## config.mk

```make
export PLATFORM = sky130hd
export DESIGN_NAME = thread_scheduler_rr_flat
export DESIGN_NICKNAME = d
export VERILOG_FILES = /design/src/rtl/thread_scheduler_rr_if.sv /design/src/rtl/thread_scheduler_rr.sv /design/src/flat_wrapper.sv
export SDC_FILE = /design/constraint.sdc
export NUM_CORES = 1
export LEC_CHECK = 0
export BUFFER_PORTS_ARGS = -buffer_cell sky130_fd_sc_hd__buf_2
export CORE_ASPECT_RATIO = 0.9
export CORE_MARGIN = 2
export CORE_UTILIZATION = 54
export DETAILED_ROUTE_END_ITERATION = 10
export HOLD_SLACK_MARGIN = 0.05
export PLACE_DENSITY = 0.83
export SLEW_MARGIN = 0
export SYNTH_ARGS = -nofsm -noshare
export SYNTH_HDL_FRONTEND = slang
export SYNTH_SLANG_ARGS = --single-unit
```

## constraint.sdc

```tcl
create_clock -name CLK -period 12.7 [get_ports CLK]
set_input_delay 2.54 -clock CLK [delete_from_list [all_inputs] [get_ports CLK]]
set_output_delay 2.54 -clock CLK [all_outputs]
set_load 0.02 [all_outputs]
```

## src/rtl/thread_scheduler_rr_if.sv

```systemverilog
// Signal bundle between a core and its round-robin thread scheduler.
// The core drives readiness and control; the scheduler returns the selected thread and status.
interface thread_scheduler_rr_if #(
  parameter int N_THREADS = 16,
  parameter int CNT_WIDTH = 32
);
  localparam int TW = $clog2(N_THREADS);

  // Handshake: NEXT_THREAD is a one-cycle yield request from the running thread.
  // RELOAD is combinational and marks the rising edge on which thread_num changes;
  // no ready/acknowledge is returned, the yield is always accepted.
  logic                 entry_pt_switch;
  logic [N_THREADS-1:0] thread_ready;
  logic [N_THREADS-1:0] thread_en;
  logic                 NEXT_THREAD;
  logic                 RELOAD;
  logic [TW-1:0]        thread_num;
  logic                 thread_init;
  logic                 suspended;
  logic [CNT_WIDTH-1:0] cycles_suspended;

  modport master (
    output entry_pt_switch, thread_ready, thread_en, NEXT_THREAD,
    input  RELOAD, thread_num, thread_init, suspended, cycles_suspended
  );

  modport slave (
    input  entry_pt_switch, thread_ready, thread_en, NEXT_THREAD,
    output RELOAD, thread_num, thread_init, suspended, cycles_suspended
  );
endinterface

```

## src/rtl/thread_scheduler_rr.sv

```systemverilog
// Per-core round-robin thread scheduler: one-cycle pick of the next runnable thread,
// init traversal, same-thread hold-off and a saturating stall counter.
module thread_scheduler_rr #(
  parameter int N_THREADS     = 16,
  parameter int N_THREADS_MSB = $clog2(N_THREADS) - 1,
  parameter int TS_DELAY      = 2,
  parameter int CNT_WIDTH     = 32
) (
  input logic CLK,
  input logic RST,
  thread_scheduler_rr_if.slave bus
);
  localparam int TW = N_THREADS_MSB + 1;

  logic [TW-1:0]        thread_num;
  logic                 thread_init;
  logic                 suspended;
  logic [CNT_WIDTH-1:0] cycles_suspended;
  logic [TS_DELAY-1:0]  hist;

  logic [N_THREADS-1:0] elig;
  logic [TW-1:0]        pick;
  logic                 grant;
  logic                 reload;

  // Search starts one past the current thread and wraps; the current thread is last
  // and only counts once it has sat suspended for TS_DELAY full cycles.
  always_comb begin
    logic [TW-1:0] idx;
    elig  = bus.thread_ready & bus.thread_en;
    elig[thread_num] = elig[thread_num] & (&hist);
    pick  = thread_num;
    grant = 1'b0;
    idx   = thread_num;
    for (int k = 0; k < N_THREADS; k++) begin
      idx = (idx == TW'(N_THREADS - 1)) ? '0 : idx + 1'b1;
      if (!grant && elig[idx]) begin
        grant = 1'b1;
        pick  = idx;
      end
    end
    reload = ~thread_init & grant & (suspended | bus.NEXT_THREAD);
  end

  always_ff @(posedge CLK) begin
    if (RST) begin
      thread_num       <= '0;
      thread_init      <= 1'b1;
      suspended        <= 1'b1;
      cycles_suspended <= '0;
      hist             <= '0;
    end else begin
      hist <= (hist << 1) | TS_DELAY'(suspended);
      if (suspended && !thread_init && !(&cycles_suspended))
        cycles_suspended <= cycles_suspended + 1'b1;

      if (bus.entry_pt_switch) begin
        thread_num  <= '0;
        thread_init <= 1'b1;
      end else if (thread_init) begin
        if (thread_num == TW'(N_THREADS - 1)) begin
          thread_num  <= '0;
          thread_init <= 1'b0;
        end else begin
          thread_num <= thread_num + 1'b1;
        end
      end else if (reload) begin
        thread_num <= pick;
        suspended  <= 1'b0;
      end else if (bus.NEXT_THREAD && !grant) begin
        suspended <= 1'b1;
      end
    end
  end

  assign bus.RELOAD           = reload;
  assign bus.thread_num       = thread_num;
  assign bus.thread_init      = thread_init;
  assign bus.suspended        = suspended;
  assign bus.cycles_suspended = cycles_suspended;
endmodule

```

## src/flat_wrapper.sv

```systemverilog
// flat-port wrapper written by rule: the top's interface ports become plain ports
module thread_scheduler_rr_flat 
#(
  parameter int N_THREADS     = 16,
  parameter int N_THREADS_MSB = $clog2(N_THREADS) - 1,
  parameter int TS_DELAY      = 2,
  parameter int CNT_WIDTH     = 32
)
  (CLK, RST, bus_entry_pt_switch, bus_thread_ready, bus_thread_en, bus_NEXT_THREAD, bus_RELOAD, bus_thread_num, bus_thread_init, bus_suspended, bus_cycles_suspended);
  thread_scheduler_rr_if #(.N_THREADS(N_THREADS), .CNT_WIDTH(CNT_WIDTH)) bus_i ();
  input logic CLK;
  input logic RST;
  input wire logic [$bits(bus_i.entry_pt_switch)-1:0] bus_entry_pt_switch;
  input wire logic [$bits(bus_i.thread_ready)-1:0] bus_thread_ready;
  input wire logic [$bits(bus_i.thread_en)-1:0] bus_thread_en;
  input wire logic [$bits(bus_i.NEXT_THREAD)-1:0] bus_NEXT_THREAD;
  output wire logic [$bits(bus_i.RELOAD)-1:0] bus_RELOAD;
  output wire logic [$bits(bus_i.thread_num)-1:0] bus_thread_num;
  output wire logic [$bits(bus_i.thread_init)-1:0] bus_thread_init;
  output wire logic [$bits(bus_i.suspended)-1:0] bus_suspended;
  output wire logic [$bits(bus_i.cycles_suspended)-1:0] bus_cycles_suspended;
  assign bus_i.entry_pt_switch = bus_entry_pt_switch;
  assign bus_i.thread_ready = bus_thread_ready;
  assign bus_i.thread_en = bus_thread_en;
  assign bus_i.NEXT_THREAD = bus_NEXT_THREAD;
  assign bus_RELOAD = bus_i.RELOAD;
  assign bus_thread_num = bus_i.thread_num;
  assign bus_thread_init = bus_i.thread_init;
  assign bus_suspended = bus_i.suspended;
  assign bus_cycles_suspended = bus_i.cycles_suspended;
  thread_scheduler_rr #(.N_THREADS(N_THREADS), .N_THREADS_MSB(N_THREADS_MSB), .TS_DELAY(TS_DELAY), .CNT_WIDTH(CNT_WIDTH)) u_core (.CLK(CLK), .RST(RST), .bus(bus_i));
endmodule
```

==> impl_metrics.py, run 1 <==
metrics = {
    "synth": {
        "synthTopCellsByArea": "dfxtp_1 (16%), mux2i_1 (7.8%), mux4_2 (5.8%), nand2_1 (5.8%), nor2_1 (5.5%)",
        "synth_cell_types": 79,
        "ys_ff_latch": 40,
        "syn_avg_cell_area_um2": 7.64,
        "yosysTopAreaCell": "dfxtp_1",
        "synth_edf_count": 0,
        "syn-num-nets": 710,
        "synthArstFlopShare_pct": 0,
        "netlist_instances": 657,
        "synth_ff_type": "dfxtp_1",
        "yosysSeqAreaShare_pct": 16.0,
        "synth_area_mm2": 0.00502,
        "synth_top_area_share_pct": 16.0,
        "yosysWarnings": 0,
    },
    "layout": {
        "drive_gt1_share_pct": 19.4,
        "final_core_util_pct": 60.8,
        "antenna_cells": 0,
        "area_delta_synth_final_pct": 10.0,
        "fin_nets": 759,
    },
    "die": {
        "start_util_pct": 55.2,
        "chipWidth_um": 106,
        "fp.coreArea_mm2": 0.00908,
        "io_pins": 75,
        "die_area_mm2": 0.0101,
        "num_rows": 33,
        "die_h_um": 95.4,
    },
    "global_route": {
        "grt_pass1_wl_um": 25500,
        "grt_max_degree": 38,
        "antenna_found_initial": 0,
        "overflow": 0,
        "gr-usage-all-layers_pct": 31.4,
        "grt_pass1_vias": 4854,
    },
    "critical_path": {
        "worstPathArrival_ns": 6.65,
        "cp-end-kind": "output pin",
        "critical_path_class": "reg -> out",
        "critPathRequiredTime_ns": 10.16,
        "cp_max_fo": 14,
        "worstSetupStartpointType": "flop",
    },
    "cts": {
        "htreeDepth": 2,
        "cts_buffers": 5,
        "cts-resized-gates": 0,
        "cts_root_buffer": "clkbuf_8",
        "postCtsHoldBufs": 0,
        "cts_tree": "done",
        "clock_latency_ns": 0.29,
        "cts_sinks": 40,
        "post_cts_buffers": 0,
        "clockBufferDepth": 2,
        "clk_pin_slew_ns": 0.08,
    },
    "pwr": {
        "p_leak_nw": 2.31,
        "power.total_mw": 0.437,
        "max-vdd-ir-drop_mv": 0.0531,
        "power_density_mw_per_mm2": 79.2,
    },
    "sta": {
        "finalClockSkew_ns": 0.00780,
        "finalCritPeriodShare_pct": 72.3,
        "setup_tns_ns": 0,
        "setup_viol": 0,
        "hold_viol": 0,
        "relSlewSlack_pct": 31.4,
        "fmax_ghz": 0.109,
        "tightest_slew_ns": 1.03,
        "rsz0062_at_grt": "false",
        "min_period_ns": 9.19,
        "drv_slew": 0,
    },
    "route": {
        "drtPass1Iterations": 5,
        "drtIter0Drc": 475,
        "wirelength_um": 16000,
        "postRouteAntennaNets": 0,
        "vias_per_cell": 6.59,
        "num_vias": 5462,
        "avgRoutedWirePerCell_um": 19.3,
        "drcViolationCount": 0,
    },
    "place": {
        "hpwl_um": 12500,
        "place_congestion": 0.962,
        "io_buffers": 74,
    },
    "min_path": {
        "hp-class": "reg -> reg",
    },
    "run": {
        "cap_violations": 0,
    },
    "run_status": {
        "status": "completed",
    },
}
## Yosys cell counts, types with 13 or more instances
cell       n
clkbuf_1  22
nor3_1    15
inv_1     15
mux4_2    13
dfxtp_1   40
mux2_2    14
mux2i_1   39
nand2_1   77
nand3_1   32
xnor2_1   13
xor2_1    22
nor2_1    74
o21ai_0   21
a21oi_1   40
ha_1      17
## logic make-up (layout without fill, tap and decap cells)
kind of cell,after synthesis,in the layout,synth area share (%)
AOI/OAI and AO/OA,167,167,24.1
xor gates and xnor gates,37,37,6.76
adders and majority gates,17,17,4.24
buffers and inverters,55,105,4.89
DFF,40,40,16.0
muxes,66,66,16.8
and+or+nand+nor,275,275,27.3
## worst max-delay path, cell delays in order, from the launching register on
cell and delay, ns:
dfxtp_1 0.60, ha_1 0.67, nand2_1 0.18, nand2_1 0.41
inv_1 0.18, ha_1 0.26, nor4bb_1 0.54, a21o_1 0.19
a31oi_1 0.10, o221ai_1 0.81, nor4_1 0.20, nor2_1 0.33
mux2i_1 0.40, o2111ai_1 0.25, or3_4 0.45, nor2_8 0.14
a311o_1 0.39, inv_2 0.07, buf_2 0.17
## final timing paths
| kind | from | to | slack, ns | cells after the start |
|---|---|---|---|---|
| max | u_core.bus.thread_num[3] | bus_RELOAD | 3.51 | 18 |
| max reg2reg | u_core.bus.thread_num[3] | u_core.bus.thread_num[1] | 5.68 | 19 |
| min | u_core.bus.cycles_suspended[5] | u_core.bus.cycles_suspended[5] | 0.53 | 2 |
| min reg2reg | u_core.bus.cycles_suspended[5] | u_core.bus.cycles_suspended[5] | 0.53 | 2 |
## cell type report
class                      count  area, µm²
multi-input combinational    562       3970
fill                         822       3560
sequential                    40        801
timing repair buffer          79        408
tap                          122        153
clock buffer                   6       82.6
inverter                      18       67.6
clock inverter                 2       38.8
## where the power goes
group          switching (mW)  internal (mW)
clock network          0.0439         0.0642
logic                   0.123         0.0797
registers            0.000848          0.126
total                   0.168          0.270
## routing by layer
| layer | global-route usage (%) | routed length (µm) | vias up |
|---|---|---|---|
| met3 | 5.33 | 1350 | 29 |
| met4 | 5.48 | 244 | 0 |
| met1 | 43.9 | 7140 | 2624 |
| met2 | 51.8 | 7300 | 244 |
| li1 | - | - | 2565 |
| met5 | 0 | 0 | - |
## cell usage in the layout (no fill, tap or decap), drive strengths merged, types with 8 or more instances in the layout
cell / netlist / routed
nand4: 8 / 8
nor2b: 11 / 11
nor2: 75 / 75
nand2: 77 / 77
nand3: 32 / 32
o21ai: 25 / 25
a41o: 10 / 10
inv: 18 / 18
mux2i: 39 / 39
a41oi: 11 / 11
xor2: 22 / 22
nor3: 17 / 17
ha: 17 / 17
or3: 8 / 8
mux2: 14 / 14
xnor2: 15 / 15
dfxtp: 40 / 40
buf: 15 / 79
a21oi: 41 / 41
mux4: 13 / 13
## flip-flops by register name, summed over array words and instances, names as in the netlist
register and cells:
u_core.bus.cycles_suspended 32, u_core.bus.suspended 1, u_core.bus.thread_init 1, u_core.bus.thread_num 4
u_core.hist 2
## through the flow
step                hold WS (ns)  instance area, µm²  instances  worst slack [ns]
finish                     0.527                5520        829              3.51
global route               0.525                5520        829              3.20
CTS                        0.517                5520        829              3.72
detailed placement         0.505                5400        821              3.92
global placement           0.489                5400        821              4.00
floorplan                  0.438                5020        657              4.54
Power figures use the tool's default switching activity.
==> run 2: changes to the inputs <==
Settings changed: ABC_AREA set to 1, PLACE_DENSITY 0.83 to 0.84.
Clock period 12.7 ns to 9.1 ns, I/O delays scaled along.
==> impl_metrics.py, run 2 <==
metrics = {
    "run_status": {
        "status": "completed",
    },
    "cts": {
        "postCtsHoldBufs": 0,
        "cts_tree": "done",
        "cts_buffers": 5,
        "cts-resized-gates": 0,
        "htreeDepth": 2,
        "post_cts_buffers": 0,
        "cts_root_buffer": "clkbuf_8",
        "clockBufferDepth": 2,
        "clock_latency_ns": 0.30,
        "clk_pin_slew_ns": 0.08,
        "cts_sinks": 40,
    },
    "min_path": {
        "hold_path_end": "u_core.hist[1]",
        "hold_start": "u_core.hist[0]",
        "hp-class": "reg -> reg",
        "hold_depth": 2,
    },
    "route": {
        "drtPass1Iterations": 6,
        "vias_per_cell": 5.68,
        "wirelength_um": 15300,
        "drtIter0Drc": 616,
        "avgRoutedWirePerCell_um": 14.8,
        "postRouteAntennaNets": 0,
        "drcViolationCount": 0,
        "num_vias": 5898,
    },
    "die": {
        "io_pins": 75,
        "die_h_um": 93.4,
        "die_area_mm2": 0.00964,
        "chipWidth_um": 103,
        "num_rows": 32,
        "start_util_pct": 55.7,
        "fp.coreArea_mm2": 0.00861,
    },
    "layout": {
        "mostFrequentLayoutCells": "nand2_1 (237), nand3_1 (139), inv_1 (119)",
        "largestRegisters": "u_core.bus.cycles_suspended: 32 flops, u_core.bus.thread_num: 4 flops, u_core.hist: 2 flops",
        "largest-register": "u_core.bus.cycles_suspended",
        "fillerInstances": 841,
        "fin_nets": 972,
        "largest_reg_flops": 32,
        "area_delta_synth_final_pct": 11.7,
        "antenna_cells": 0,
        "final_core_util_pct": 62.2,
        "drive_gt1_share_pct": 15.5,
        "final_common_cell": "nand2_1",
    },
    "global_route": {
        "grt_pass1_vias": 5070,
        "grt_max_degree": 28,
        "antenna_found_initial": 0,
        "overflow": 0,
        "grt_pass1_wl_um": 24700,
        "gr-usage-all-layers_pct": 32.5,
    },
    "synth": {
        "yosysSeqAreaShare_pct": 16.7,
        "synth_top_area_share_pct": 18.6,
        "synth_most_common_cell": "nand2_1",
        "syn_avg_cell_area_um2": 5.64,
        "netlist_instances": 850,
        "yosysWarnings": 0,
        "yosys-top-cells-count": "nand2_1 (237), nand3_1 (139), inv_1 (119)",
        "synth_cell_types": 45,
        "synth_area_mm2": 0.00479,
        "synth_edf_count": 0,
        "synth_ff_type": "dfxtp_1",
        "synthTopCellsByArea": "nand2_1 (19%), dfxtp_1 (17%), nand3_1 (15%), inv_1 (9.3%), nor2_1 (5.2%)",
        "ys_ff_latch": 40,
        "yosysTopAreaCell": "nand2_1",
        "synthArstFlopShare_pct": 0,
        "syn-num-nets": 903,
    },
    "sta": {
        "fmax_ghz": 0.139,
        "drv_slew": 0,
        "min_period_ns": 7.21,
        "hold_viol": 0,
        "rsz0062_at_grt": "false",
        "finalCritPeriodShare_pct": 79.2,
        "setup_viol": 0,
        "tightest_slew_ns": 0.899,
        "finalClockSkew_ns": 0.00780,
        "relSlewSlack_pct": 39.8,
        "setup_tns_ns": 0,
    },
    "critical_path": {
        "cp_max_fo": 17,
        "critPathBufInv": 8,
        "ff2ff_setup_slack_ns": 3.64,
        "r2r_cells": 34,
        "cp_common_cell": "nand2_4",
        "cp-end-kind": "output pin",
        "crit_slowest_cell": "dfxtp_1",
        "critPathRequiredTime_ns": 7.28,
        "max_stage_delay_ns": 0.78,
        "worstSetupStartpointType": "flop",
        "r2r-end": "u_core.bus.thread_num[1]",
        "worstPathArrival_ns": 5.39,
        "critical-path-top-delay-family": "simple AND/OR/NAND/NOR gates",
        "rr_startpoint": "u_core.bus.thread_num[0]",
        "critical_path_class": "reg -> out",
    },
    "place": {
        "place_congestion": 1.05,
        "hpwl_um": 12300,
        "io_buffers": 74,
    },
    "pwr": {
        "power_density_mw_per_mm2": 102,
        "p_leak_nw": 2.78,
        "power.total_mw": 0.543,
        "max-vdd-ir-drop_mv": 0.0541,
    },
    "run": {
        "cap_violations": 0,
    },
}
[run 2: changes by cell type in the layout (fill, tap and decap cells not counted), sizes merged, moves of 17 or more]
cell | before | now
nand2 | 77 | 254
mux2i | 39 | 0
o21ai | 25 | 48
xor2 | 22 | 5
inv | 18 | 134
nand3 | 32 | 145
[run 2: stage by stage]
stage | hold slack [ns] | cell area (µm²) | cells | setup slack (ns)
2_1_floorplan | 0.403 | 4790 | 850 | 3.07
3_3_place_gp | 0.413 | 5250 | 1031 | 2.11
3_5_place_dp | 0.418 | 5250 | 1031 | 2.11
4_1_cts | 0.429 | 5350 | 1039 | 1.99
5_1_grt | 0.451 | 5350 | 1039 | 1.58
6_report | 0.431 | 5350 | 1039 | 1.89
[run 2: cell type report]
type | count | area (µm²) | area share, %
clock inverter | 2 | 15.0 | 0.281
sequential | 40 | 801 | 15.0
tap | 119 | 149 | 2.78
timing repair buffer | 75 | 378 | 7.06
inverter | 137 | 519 | 9.71
clock buffer | 6 | 82.6 | 1.54
multi-input combinational | 660 | 3410 | 63.7
[run 2: where the power goes]
part	internal [mW]	total (mW)	switching, mW
combinational	0.0718	0.238	0.166
clock	0.0614	0.128	0.0662
sequential	0.176	0.178	0.00208
[run 2: per-layer routing]
metal	part of all wire, %	track usage [%]
met1	47	48.8
met2	41	48.1
met3	11	6.43
met4	1.4	5.59
met5	0	0
[run 2: how the worst max path moves through the flow]
stage	startpoint	to	cells past startpoint
final	u_core.bus.thread_num[0]	bus_RELOAD	29
after global routing	u_core.bus.thread_num[0]	bus_RELOAD	29
after CTS	u_core.bus.thread_num[0]	bus_RELOAD	29
after detailed placement	bus_thread_ready[15]	bus_RELOAD	26
after global placement	bus_thread_ready[15]	bus_RELOAD	24
after floorplan	bus_thread_ready[15]	bus_RELOAD	23
[run 2: logic make-up after synthesis]
kind of cell,count (synthesis),synth area share (%)
AND/OR/NAND/NOR,528,51.5
buffers and inverters,150,12.2
AO/OA/AOI/OAI,106,12.4
flip-flops,40,16.7
adder cells (fa/ha/maj),17,4.44
XOR/XNOR,9,2.74
[run 2: worst register-to-register path, delay by kind of cell, from the launching register on]
kind,cells,cell delay (ns)
AND/OR/NAND/NOR,22,2.30
flip-flops,1,0.78
buffers and inverters,7,0.87
XOR/XNOR,2,0.44
AO/OA/AOI/OAI,1,0.20
adder cells (fa/ha/maj),2,0.75
==> run 3: changes to the inputs <==
Settings changed: ABC_AREA 1 to 0, CORE_UTILIZATION 54 to 53, PLACE_DENSITY 0.84 to 0.85.
Clock period 9.1 ns to 6.55 ns, I/O delays scaled along.
==> impl_metrics.py, run 3 (synthesis results as in run 1) <==
metrics = {
    "critical_path": {
        "critPathRequiredTime_ns": 5.24,
        "ff2ff_setup_slack_ns": 1.01,
        "rr_startpoint": "u_core.bus.thread_num[0]",
        "cp_max_fo": 7,
        "cp-end-kind": "output pin",
        "r2r-end": "u_core.bus.thread_num[1]",
        "r2r_cells": 19,
        "critical_path_class": "reg -> out",
        "worstSetupStartpointType": "flop",
        "worstPathArrival_ns": 4.98,
    },
    "route": {
        "num_vias": 5640,
        "wirelength_um": 16700,
        "vias_per_cell": 6.59,
        "avgRoutedWirePerCell_um": 19.5,
        "drcViolationCount": 0,
        "postRouteAntennaNets": 0,
        "drtIter0Drc": 474,
        "drtPass1Iterations": 5,
    },
    "sta": {
        "setup_ws_ns": 0.263,
        "setup_viol": 0,
        "finalClockSkew_ns": 0.00939,
        "hold_viol": 0,
        "holdWs_ns": 0.506,
        "tightest_slew_ns": 0.764,
        "fmax_ghz": 0.159,
        "setup_tns_ns": 0,
        "relSlewSlack_pct": 48.6,
        "drv_slew": 0,
        "rsz0062_at_grt": "false",
        "min_period_ns": 6.29,
        "finalCritPeriodShare_pct": 96.0,
    },
    "global_route": {
        "met3_usage_pct": 7.38,
        "grt_max_degree": 38,
        "gr-usage-all-layers_pct": 32.1,
        "grt_util_met1_pct": 40.0,
        "gr-usage-met2_pct": 53.4,
        "grt_pass1_wl_um": 26300,
        "grt_pass1_vias": 5288,
        "grt_busiest_layer": "met2",
        "antenna_found_initial": 0,
        "overflow": 0,
    },
    "cts": {
        "cts_sinks": 40,
        "cts_tree": "done",
        "postCtsHoldBufs": 0,
        "clock_latency_ns": 0.29,
        "htreeDepth": 2,
        "cts_buffers": 5,
        "clockBufferDepth": 2,
        "cts_root_buffer": "clkbuf_8",
        "clk_pin_slew_ns": 0.08,
    },
    "die": {
        "start_util_pct": 54.7,
        "num_rows": 33,
        "die_h_um": 96.3,
        "die_area_mm2": 0.0103,
        "io_pins": 75,
        "chipWidth_um": 107,
        "fp.coreArea_mm2": 0.00917,
    },
    "min_path": {
        "hold_path_end": "u_core.bus.cycles_suspended[5]",
        "hold_start": "u_core.bus.cycles_suspended[5]",
        "hp-class": "reg -> reg",
        "hold_depth": 2,
    },
    "place": {
        "io_buffers": 74,
        "place_congestion": 1.03,
        "hpwl_um": 12900,
        "postPlaceCellArea_mm2": 0.00559,
        "place_ws_ns": 0.390,
        "place_inst": 846,
    },
    "layout": {
        "fillerInstances": 822,
        "final_common_cell": "nand2_1",
        "regArea_um2": 801,
        "largestRegisters": "u_core.bus.cycles_suspended: 32 flops, u_core.bus.thread_num: 4 flops, u_core.hist: 2 flops",
        "stdcell_count": 856,
        "final_core_util_pct": 62.6,
        "largest-register": "u_core.bus.cycles_suspended",
        "largest_reg_flops": 32,
        "drive_gt1_share_pct": 22.8,
        "fin_nets": 786,
        "multiInputGateArea_mm2": 0.00399,
        "stdcell_area_mm2": 0.00574,
        "antenna_cells": 0,
        "area_delta_synth_final_pct": 14.4,
        "mostFrequentLayoutCells": "nand2_1 (77), nor2_1 (74), buf_2 (74)",
    },
    "run": {
        "cap_violations": 0,
    },
    "pwr": {
        "power_density_mw_per_mm2": 153,
        "p_leak_nw": 2.44,
        "power.total_mw": 0.876,
        "max-vdd-ir-drop_mv": 0.137,
    },
    "run_status": {
        "status": "completed",
    },
}
## run 3: worst max path at each step
stage / slack, ns / to / from / depth (start not counted)
after floorplan: 0.30 / bus_RELOAD / u_core.bus.thread_num[1] / 19
after global placement: 0.48 / bus_RELOAD / bus_thread_ready[7] / 13
after detailed placement: 0.39 / bus_RELOAD / bus_thread_ready[7] / 13
after CTS: 0.21 / bus_RELOAD / u_core.bus.thread_num[0] / 17
after global routing: 0.01 / bus_RELOAD / u_core.bus.thread_num[0] / 17
final: 0.26 / bus_RELOAD / u_core.bus.thread_num[0] / 17
## run 3: layer usage
metal	part of all wire (%)	wire (µm)	up-vias
met4	4.0	671	0
met3	11	1810	64
met5	0	0	-
li1	-	-	2614
met1	40	6730	2639
met2	45	7440	323
## run 3: power breakdown
part / switching, mW / internal [mW] / total, mW
clock network: 0.0869 / 0.125 / 0.211
logic: 0.246 / 0.174 / 0.420
registers: 0.00103 / 0.244 / 0.245
## run 3: area by class of cell
| class | count | share of cell area (%) |
|---|---|---|
| Clock buffer | 6 | 1.44 |
| Clock inverter | 2 | 0.676 |
| Inverter | 18 | 1.18 |
| Multi-Input combinational cell | 562 | 69.5 |
| Sequential cell | 40 | 14.0 |
| Tap cell | 122 | 2.66 |
| Timing Repair Buffer | 106 | 10.6 |
## run 3: what timing repair did
item,in CTS,in global routing
hold endpoints to repair,0,0
endpoints found under the setup margin,0,1
gates resized for setup,0,4
setup buffers,0,2
## run 3: critical path: stages (launching register included)
cell	delay, ns
dfxtp_1	0.34
ha_1	0.29
nand2b_1	0.20
mux2_2	0.33
ha_1	0.25
nor4bb_2	0.40
a211oi_1	0.12
or3_1	0.34
a311oi_1	0.37
nor4_1	0.13
nor2_1	0.27
mux2i_2	0.35
o2111ai_1	0.25
or3_4	0.46
nor2_8	0.15
a311o_1	0.22
inv_2	0.05
buf_2	0.15
